### config.mk
export PLATFORM = sky130hd
export DESIGN_NAME = id_ex_stage
export DESIGN_NICKNAME = d
export VERILOG_FILES = /design/src/rtl/id_ex_stage.sv
export SDC_FILE = /design/constraint.sdc
export NUM_CORES = 1
export LEC_CHECK = 0
export ABC_AREA = 1
export CORE_MARGIN = 1.5
export CORE_UTILIZATION = 45
export CTS_CLUSTER_SIZE = 10
export DETAILED_ROUTE_END_ITERATION = 8
export GPL_ROUTABILITY_DRIVEN = 1
export PLACE_DENSITY = 0.9
export SLEW_MARGIN = 20
export SYNTH_ARGS = -nofsm -noshare
export SYNTH_HDL_FRONTEND = slang
export SYNTH_SLANG_ARGS = --single-unit
### constraint.sdc
create_clock -name clk -period 7.25 [get_ports clk]
set_input_delay 0.725 -clock clk [delete_from_list [all_inputs] [get_ports clk]]
set_output_delay 0.725 -clock clk [all_outputs]
set_load 0.05 [all_outputs]
### src/rtl/id_ex_stage.sv
// ID/EX pipeline register with load-use hazard detection, flush squashing
// and saturating stall/flush event counters.
module id_ex_stage #(
    parameter int CNT_W = 16
) (
    input  logic             clk,
    input  logic             reset,
    input  logic             id_valid,
    input  logic             id_regWr,
    input  logic             id_memToReg,
    input  logic             id_memWr,
    input  logic             id_usesRt,
    input  logic [4:0]       id_rs,
    input  logic [4:0]       id_rt,
    input  logic [4:0]       id_rd,
    input  logic [31:0]      id_rsData,
    input  logic [31:0]      id_rtData,
    input  logic [31:0]      id_imm,
    input  logic [2:0]       id_aluOp,
    input  logic             ex_flush,
    output logic             ex_valid,
    output logic             ex_regWr,
    output logic             ex_memToReg,
    output logic             ex_memWr,
    output logic [4:0]       ex_rs,
    output logic [4:0]       ex_rt,
    output logic [4:0]       ex_rd,
    output logic [31:0]      ex_rsData,
    output logic [31:0]      ex_rtData,
    output logic [31:0]      ex_imm,
    output logic [2:0]       ex_aluOp,
    output logic             stall,
    output logic [CNT_W-1:0] stallCount,
    output logic [CNT_W-1:0] flushCount
);

    typedef struct packed {
        logic        valid;
        logic        reg_wr;
        logic        mem_to_reg;
        logic        mem_wr;
        logic [4:0]  rs;
        logic [4:0]  rt;
        logic [4:0]  rd;
        logic [31:0] rs_data;
        logic [31:0] rt_data;
        logic [31:0] imm;
        logic [2:0]  alu_op;
    } ex_stage_t;

    localparam logic [CNT_W-1:0] CNT_MAX = {CNT_W{1'b1}};

    ex_stage_t        ex_d, ex_q;
    logic [CNT_W-1:0] stall_cnt_d, stall_cnt_q;
    logic [CNT_W-1:0] flush_cnt_d, flush_cnt_q;
    logic             hazard;
    logic             bubble;

    // A load in EX whose destination feeds the decoding instruction must wait
    // one cycle; $zero never carries a real dependency.
    assign hazard = id_valid & ex_q.valid & ex_q.mem_to_reg & (ex_q.rd != 5'd0) &
                    ((id_rs == ex_q.rd) | (id_usesRt & (id_rt == ex_q.rd)));

    // The flushed instruction is squashed anyway, so holding it would be wasted.
    assign stall  = hazard & ~ex_flush;
    assign bubble = ex_flush | hazard | ~id_valid;

    always_comb begin
        // NOTE: every combinational output gets a default first so no path
        // through the block leaves it unassigned and infers a latch.
        ex_d        = '0;
        stall_cnt_d = stall_cnt_q;
        flush_cnt_d = flush_cnt_q;

        if (!bubble) begin
            ex_d.valid      = 1'b1;
            ex_d.reg_wr     = id_regWr;
            ex_d.mem_to_reg = id_memToReg;
            ex_d.mem_wr     = id_memWr;
            ex_d.rs         = id_rs;
            ex_d.rt         = id_rt;
            ex_d.rd         = id_rd;
            ex_d.rs_data    = id_rsData;
            ex_d.rt_data    = id_rtData;
            ex_d.imm        = id_imm;
            ex_d.alu_op     = id_aluOp;
        end

        if (stall && (stall_cnt_q != CNT_MAX)) begin
            stall_cnt_d = stall_cnt_q + 1'b1;
        end
        if (ex_flush && id_valid && (flush_cnt_q != CNT_MAX)) begin
            flush_cnt_d = flush_cnt_q + 1'b1;
        end
    end

    // NOTE: state registers use non-blocking assignments so every flop samples
    // its pre-edge inputs, independent of statement order.
    always_ff @(posedge clk or posedge reset) begin
        if (reset) begin
            ex_q        <= '0;
            stall_cnt_q <= '0;
            flush_cnt_q <= '0;
        end else begin
            ex_q        <= ex_d;
            stall_cnt_q <= stall_cnt_d;
            flush_cnt_q <= flush_cnt_d;
        end
    end

    assign ex_valid    = ex_q.valid;
    assign ex_regWr    = ex_q.reg_wr;
    assign ex_memToReg = ex_q.mem_to_reg;
    assign ex_memWr    = ex_q.mem_wr;
    assign ex_rs       = ex_q.rs;
    assign ex_rt       = ex_q.rt;
    assign ex_rd       = ex_q.rd;
    assign ex_rsData   = ex_q.rs_data;
    assign ex_rtData   = ex_q.rt_data;
    assign ex_imm      = ex_q.imm;
    assign ex_aluOp    = ex_q.alu_op;
    assign stallCount  = stall_cnt_q;
    assign flushCount  = flush_cnt_q;

endmodule

==> flow_summary.ini, run 1 <==
[power_and_ir_drop]
ir_drop_uv = 160
power_density_nw_per_um2 = 236
p_leak_nw = 4.87

[status]
status = finished, final reports clean

[yosys]
ys.flop_type = dfrtp_1
synth_top_family_by_area = simple AND/OR/NAND/NOR gates
syn_nets = 776
postSynthCellCount = 652
synth_edf_count = 0
netlist_top_cells_count = dfrtp_1, inv_1, nor2_1
ys_seq_area_frac = 0.635
syn_area_per_cell_um2 = 9.06
synth_seq_cells = 150
synth_fa_ha_area_frac = 0.00423
synth.area.top_cells = dfrtp_1, inv_1, nor2_1
synth_top_cell_area_share = 0.635
muxShareOfSynthArea = 0
synth.largest_area_cell = dfrtp_1
yosys.area_share.simple = 0.208
yosysMostFrequentCell = dfrtp_1
synth-xor-area-share = 0.0341
postSynth.asyncResetShare = 1.00
ys_types = 24
synth_compound_area_frac = 0.00635
yosysWarnings = 0
synth_area_um2 = 5910

[hold_path]
min_path_type = reg -> reg

[floorplanning]
die_w_um = 118
core_um2 = 12700
dieArea_um2 = 13800
ioPinCount = 273
start_util = 0.464
rows = 41
die_h_um = 118

[critical_path]
path_class = in -> out
end_kind = output port
cp_max_fo = 3
arrival_ps = 2920
critPathLaunchType = input port
critPathRequiredTime_ps = 6520

[global_route]
grt_max_degree = 81
grt_usage = 0.253
grt_pass1_vias = 5281
antenna_found_initial = 1
grt_overflow = 0
grt_pass1_wl_um = 26800

[cells_and_area]
finish.instance_area_um2 = 9380
finalNetCount = 1054
regArea_um2 = 3750
multiInputGateArea_um2 = 1510
areaGrowthSynthToFinish_pct = 58.7
drive_gt1_frac = 0.0488
final.fill_count = 860

[place]
place_hpwl_um = 12500
placed_area_um2 = 8780
place_congestion = 0.824
port_buffers = 272

[sta]
setup_tns_ps = 0
tightest_slew_ps = 730
period_needed_ps = 3640
maxSlewViolCount = 0
timing.fmax_mhz = 275
slew-limit-headroom = 0.513
finalHoldViolCount = 0
finalSetupViolCount = 0
rsz0062_at_grt = no
period_share = 0.502
clock_skew_ps = 8.43

[clock_network]
clk_pin_slew_ps = 60
postCtsHoldBufs = 0
root_buffer = clkbuf_16
cts_buffers = 17
clock_path_buffers = 2
cts_resized = 0
cts_tree = done
cts_setup_buffers = 0
htreeDepth = 4
cts.sinks = 150
clock_latency_ps = 420

[drt]
remaining_drc_errors = 0
drtPass1Iterations = 5
drt-initial-drc-count = 400
viasPerCell = 4.61
route.vias.total = 5136
ant_nets = 0
routedWlPerCell_um = 15.2
finalWirelength_um = 17000

[run]
max_cap_violations = 0
==> metrics by stage <==
step / cells / util / power, mW / setup WS (ps) / hold WS (ps)
floorplan: 652 / - / 1.15 / 2490 / 761
global placement: 1083 / 0.690 / 1.32 / 3710 / 479
detailed placement: 1083 / 0.690 / 1.33 / 3670 / 491
CTS: 1114 / 0.737 / 2.23 / 3630 / 505
global route: 1114 / 0.737 / 2.29 / 3530 / 536
finish: 1115 / 0.737 / 2.21 / 3610 / 503
==> cell usage in the layout, fill, tap and decap left out, drive strengths merged, types with 6 or more instances in the layout <==
cell type | synthesis | routed
inv | 149 | 150
nand4 | 6 | 6
xnor2 | 9 | 9
nor3 | 7 | 7
clkbuf | 0 | 19
nand2 | 132 | 132
xor2 | 14 | 14
clkdlybuf4s50 | 0 | 272
dfrtp | 150 | 150
nand3 | 15 | 15
nor2 | 143 | 143
==> kinds of logic after synthesis <==
logic type      after synthesis
fa+ha+maj                     2
simple gates                306
xor+xnor                     23
flops                       150
compound gates                7
buf+inv                     164
==> worst paths after layout <==
| kind | endpoint | start | cells after the start | slack, ps |
|---|---|---|---|---|
| max | stall | id_rt[4] | 10 | 3610 |
| max in group asynchronous | stallCount[7]$_DFFE_PP0P_ | reset | 3 | 5360 |
| min reg2reg | flushCount[15]$_DFFE_PP0P_ | flushCount[15]$_DFFE_PP0P_ | 2 | 500 |
| min in group asynchronous | ex_memWr$_DFF_PP0_ | reset | 2 | 760 |
| max reg2reg | ex_rsData[2]$_DFF_PP0_ | ex_rd[2]$_DFF_PP0_ | 10 | 4640 |
| min | flushCount[15]$_DFFE_PP0P_ | flushCount[15]$_DFFE_PP0P_ | 2 | 500 |
==> area by class of cell <==
type                       count  area share
clock buffer                  19      0.0472
timing repair buffer         274       0.292
tap                          172      0.0229
sequential                   150       0.400
inverter                     149      0.0602
multi-input combinational    338       0.161
antenna                        1    0.000267
clock inverter                12      0.0164
==> metal layers <==
metal	vias up	share of wire	global-route usage
met1	2449	0.35	0.253
met5	-	0	0
li1	2413	-	-
met3	47	0.077	0.0974
met4	0	0.040	0.127
met2	227	0.53	0.458
==> flip-flops by register name, summed over array words and instances, names as in the netlist <==
| name | count |
|---|---|
| ex_imm | 32 |
| ex_rsData | 32 |
| ex_rtData | 32 |
| flushCount | 16 |
| stallCount | 16 |
| ex_rd | 5 |
| ex_rs | 5 |
| ex_rt | 5 |
| ex_aluOp | 3 |
| ex_memToReg | 1 |
| ex_memWr | 1 |
| ex_regWr | 1 |
| ex_valid | 1 |
==> worst max-delay path, cell delays in order <==
cell and delay (ps):
clkdlybuf4s50_1 490, inv_1 60, nand2_1 50, nand2_1 110
nor2_1 110, nand3_1 140, nand2_1 150, nand3_1 150
inv_1 110, clkdlybuf4s50_1 810
==> report_power, final <==
group,total [mW],switching (mW),internal [mW]
combinational,0.409,0.255,0.154
sequential,0.911,0.0324,0.879
clock,0.890,0.341,0.548
Note: power is estimated with default switching activity, not from simulation.
==> inputs of run 2 (changes only) <==
CORE_UTILIZATION = 41   (was 45)
PLACE_DENSITY = 0.84   (was 0.9)
clock period = 3.4 ns   (was 7.25 ns; I/O delays follow)
==> run 2 against run 1 <==
  * Clock skew shrank 1.2 ps
  * Sequential power rose by 110%
  * Critical path depth decreased by 1
  * Wire length shrank 8.1%
  * Count of clock-buffer cells in the layout rose by 1
  * Combinational power is 110% higher
  * Die area grew 9.5%
  * First-iteration DRC count fell by 26%
==> flow_summary.ini, run 2 (synthesis results as in run 1) <==
[global_route]
grt_pass1_wl_um = 24600
grt_max_degree = 151
busiest_layer = met2
grt_overflow = 0
grt_pass1_vias = 4932
antenna_found_initial = 0
use_met3 = 0.105
grt_usage = 0.216
grt_util_met1 = 0.228
use_met2 = 0.379

[sta]
period_needed_ps = 2750
period_share = 0.810
finalSetupViolCount = 0
timing.fmax_mhz = 363
setup_tns_ps = 0
slew-limit-headroom = 0.423
rsz0062_at_grt = no
finalHoldViolCount = 0
tightest_slew_ps = 865
clock_skew_ps = 7.24
maxSlewViolCount = 0

[critical_path]
critPathRequiredTime_ps = 3060
end_kind = output port
critPathLaunchType = register
arrival_ps = 2410
r2r_cells = 8
cp_max_fo = 5
path_class = reg -> out

[drt]
drt-initial-drc-count = 297
remaining_drc_errors = 0
finalWirelength_um = 15600
viasPerCell = 4.45
routedWlPerCell_um = 13.9
ant_nets = 0
drtPass1Iterations = 4
route.vias.total = 5001

[floorplanning]
dieArea_um2 = 15100
die_w_um = 123
ioPinCount = 273
rows = 43
core_um2 = 14000
start_util = 0.422
die_h_um = 123

[power_and_ir_drop]
pwr-share-comb = 0.184
intPower_mw = 3.38
p_switching_mw = 1.31
power_density_nw_per_um2 = 498
p_leak_nw = 4.89
swShare = 0.280
pwr-share-seq = 0.415
ir_drop_uv = 312
power_frac_clock = 0.402

[run]
max_cap_violations = 0

[cells_and_area]
drive_gt1_frac = 0.0498
finalNetCount = 1056
n_antenna_cell = 0
areaGrowthSynthToFinish_pct = 59.5
final_cells = 1124
layout_common_cells = clkdlybuf4s50_1, dfrtp_1, inv_1
final_common_cell = clkdlybuf4s50_1
final.fill_count = 1084

[clock_network]
cts_setup_buffers = 0
cts_resized = 0
cts_buffers = 17
clock_path_buffers = 2
postCtsHoldBufs = 0
cts.sinks = 150
clock_latency_ps = 410
clk_pin_slew_ps = 60
root_buffer = clkbuf_16
cts_tree = done
htreeDepth = 4

[place]
place_hpwl_um = 11500
port_buffers = 272
place_inst = 1093
place_congestion = 0.867

[hold_path]
min_path_type = in -> reg
holdPathStages = 3

[status]
status = finished, final reports clean
-- run 2: changes by cell type in the layout (fill, tap and decap cells not counted), sizes merged --
| cell | delta |
|---|---|
| clkbuf | +1 |
| buf | +2 |
| diode | -1 |
| clkinv | -1 |
-- run 2: area by class of cell --
cell class / count / area [µm²] / area share
multi-input combinational: 338 / 1510 / 0.160
tap: 180 / 225 / 0.0239
sequential: 150 / 3750 / 0.398
inverter: 149 / 563 / 0.0598
clock inverter: 11 / 150 / 0.0159
clock buffer: 20 / 447 / 0.0474
timing repair buffer: 276 / 2780 / 0.295
-- run 2: worst max-delay path: stages (launching register included) --
cell             delay, ps
dfrtp_1                460
inv_2                   60
nand2_1                 60
nand2_1                 50
nor2_1                  80
nand3_1                 80
nand2_1                170
nand3_1                170
inv_1                   80
clkdlybuf4s50_1        800
-- run 2: final timing paths --
path / startpoint / end / slack [ps]
worst min-delay path: id_imm[10] / ex_imm[10]$_DFF_PP0_ / 440
worst min register to register: flushCount[15]$_DFFE_PP0P_ / flushCount[15]$_DFFE_PP0P_ / 510
worst max register to register: ex_rd[2]$_DFF_PP0_ / ex_rtData[0]$_DFF_PP0_ / 1420
worst max-delay path: ex_rd[4]$_DFF_PP0_ / stall / 650
min in group asynchronous: reset / stallCount[1]$_DFFE_PP0P_ / 460
max in group asynchronous: reset / flushCount[2]$_DFFE_PP0P_ / 2230
-- run 2: stage by stage --
stage	instance area (µm²)	setup slack [ps]	utilization	power, mW	hold WS, ps
after global routing	9420	511	0.674	4.89	428
after global placement	8830	703	0.631	2.83	497
after CTS	9420	602	0.674	4.75	415
final	9420	647	0.674	4.69	437
after detailed placement	8830	661	0.631	2.84	497
after floorplan	5910	1170	-	2.45	446
-- run 2: power by group through the flow --
| stage | Sequential (mW) | Clock [mW] | Combinational (mW) |
|---|---|---|---|
| floorplan | 2.28 | 0 | 0.172 |
| global placement | 1.97 | 0 | 0.855 |
| detailed placement | 1.98 | 0 | 0.863 |
| CTS | 1.95 | 1.93 | 0.872 |
| global route | 1.96 | 2.01 | 0.921 |
| finish | 1.95 | 1.88 | 0.862 |
-- run 2: per-layer routing --
metal / vias up / wire [µm]
met3: 20 / 1640
met5: - / 0
li1: 2417 / -
met4: 0 / 256
met2: 209 / 8220
met1: 2355 / 5500
==> inputs of run 3 (changes only) <==
clock period = 2.7 ns   (was 3.4 ns; I/O delays follow)
==> run 3 against run 2 <==
  * Power grew 21%
  * Global-route usage fell by 0.46 points
  * Critical path depth unchanged
  * Worst hold slack got worse by 65 ps
  * Sequential power grew 26%
  * First-iteration DRC count shrank 22%
  * Cell area fell by 0.29%
  * Count of clock-buffer cells in the layout is 2 higher
  * Combinational power increased by 26%
  * Clock skew is 1.6 ps higher
==> flow_summary.ini, run 3 (synthesis results as in run 1) <==
[status]
status = finished, final reports clean

[sta]
slew-limit-headroom = 0.471
maxSlewViolCount = 0
fin_hold_ws_ps = 373
finalSetupViolCount = 0
setup_tns_ps = 0
tightest_slew_ps = 793
rsz0062_at_grt = no
period_needed_ps = 2060
timing.fmax_mhz = 484
clock_skew_ps = 8.83
period_share = 0.765
finalHoldViolCount = 0

[critical_path]
reg2reg_slack_ps = 850
critPathRequiredTime_ps = 2430
cp_max_fo = 4
end_kind = output port
arrival_ps = 1790
r2r_cells = 7
path_class = reg -> out
critPathLaunchType = register

[floorplanning]
die_h_um = 123
core_um2 = 14000
rows = 43
dieArea_um2 = 15100
start_util = 0.422
die_w_um = 123
ioPinCount = 273

[global_route]
grt_pass1_vias = 5063
grt_overflow = 0
grt_pass1_wl_um = 24300
grt_max_degree = 151
grt_usage = 0.212
antenna_found_initial = 0

[clock_network]
root_buffer = clkbuf_16
cts_buffers = 17
htreeDepth = 4
clock_path_buffers = 2
clk_pin_slew_ps = 60
cts.sinks = 150
postCtsHoldBufs = 0
clock_latency_ps = 410
cts_setup_buffers = 0
cts_resized = 0
cts_tree = done

[drt]
finalWirelength_um = 15500
remaining_drc_errors = 0
ant_nets = 0
viasPerCell = 4.41
routedWlPerCell_um = 13.8
route.vias.total = 4960
drt-initial-drc-count = 232
drtPass1Iterations = 5

[cells_and_area]
final_cells = 1125
layout_common_cells = clkdlybuf4s50_1, dfrtp_1, inv_1
final_common_cell = clkdlybuf4s50_1
n_antenna_cell = 0
finalNetCount = 1056
finish.instance_area_um2 = 9400
areaGrowthSynthToFinish_pct = 59.0
drive_gt1_frac = 0.0519
final.fill_count = 1076

[place]
placed_area_um2 = 8850
place_inst = 1093
port_buffers = 272
place_congestion = 0.875
place_hpwl_um = 11500

[power_and_ir_drop]
pwr-share-comb = 0.192
swShare = 0.292
intPower_mw = 4.03
p_total_mw = 5.69
power_density_nw_per_um2 = 606
p_leak_nw = 4.87
p_switching_mw = 1.66
ir_drop_uv = 452
pwr-share-seq = 0.430
power_frac_clock = 0.378

[hold_path]
min_path_type = in -> reg
holdPathStages = 3

[run]
max_cap_violations = 0
-- run 3: cell types whose count changed in the layout (fill, tap and decap cells not counted), sizes merged --
cell / delta
buf: +1
clkinvlp: +1
clkinv: +1
clkbuf: +2
clkdlybuf4s50: -1
bufinv: -3
-- run 3: cell type report --
cell class              count  area, µm²  area share
clock buffers              22        474      0.0505
clock inverters            10       72.6     0.00772
inverters                 149        563      0.0599
multi-input cells         338       1510       0.160
flip-flops and latches    150       3750       0.400
well taps                 180        225      0.0240
repair buffers            276       2800       0.298
-- run 3: final timing paths --
kind | start | to
setup / recovery | ex_rd[1]$_DFF_PP0_ | stall
hold / removal | id_rd[2] | ex_rd[2]$_DFF_PP0_
setup reg to reg | stallCount[0]$_DFFE_PP0P_ | stallCount[4]$_DFFE_PP0P_
hold reg to reg | flushCount[15]$_DFFE_PP0P_ | flushCount[15]$_DFFE_PP0P_
max in group asynchronous | reset | ex_rsData[8]$_DFF_PP0_
min in group asynchronous | reset | stallCount[1]$_DFFE_PP0P_
-- run 3: power by group through the flow --
| stage | registers (mW) | logic, mW | clock network (mW) |
|---|---|---|---|
| after detailed placement | 2.49 | 1.10 | 0 |
| final | 2.45 | 1.09 | 2.15 |
| after floorplan | 2.87 | 0.216 | 0 |
| after CTS | 2.45 | 1.10 | 2.21 |
| after global routing | 2.46 | 1.17 | 2.31 |
| after global placement | 2.48 | 1.08 | 0 |
-- run 3: worst max-delay path, stage by stage (launching register included) --
cell	delay, ps
dfrtp_1	410
inv_1	100
nand2_1	60
nand2_1	50
nor2_1	100
nand3_1	80
nand2_1	130
nand3_1	170
inv_1	150
buf_12	150
-- run 3: per-layer routing --
metal / up-vias / share of wire / global-route usage
met2: 197 / 0.53 / 0.374
met1: 2311 / 0.35 / 0.221
met5: - / 0 / 0
met4: 0 / 0.022 / 0.0848
met3: 26 / 0.097 / 0.0909
li1: 2426 / - / -
-- run 3: per-stage QoR --
| stage | util | setup WS [ps] |
|---|---|---|
| floorplan | - | 541 |
| detailed placement | 0.633 | 575 |
| CTS | 0.672 | 592 |
| global placement | 0.633 | 591 |
| finish | 0.672 | 635 |
| global route | 0.672 | 456 |
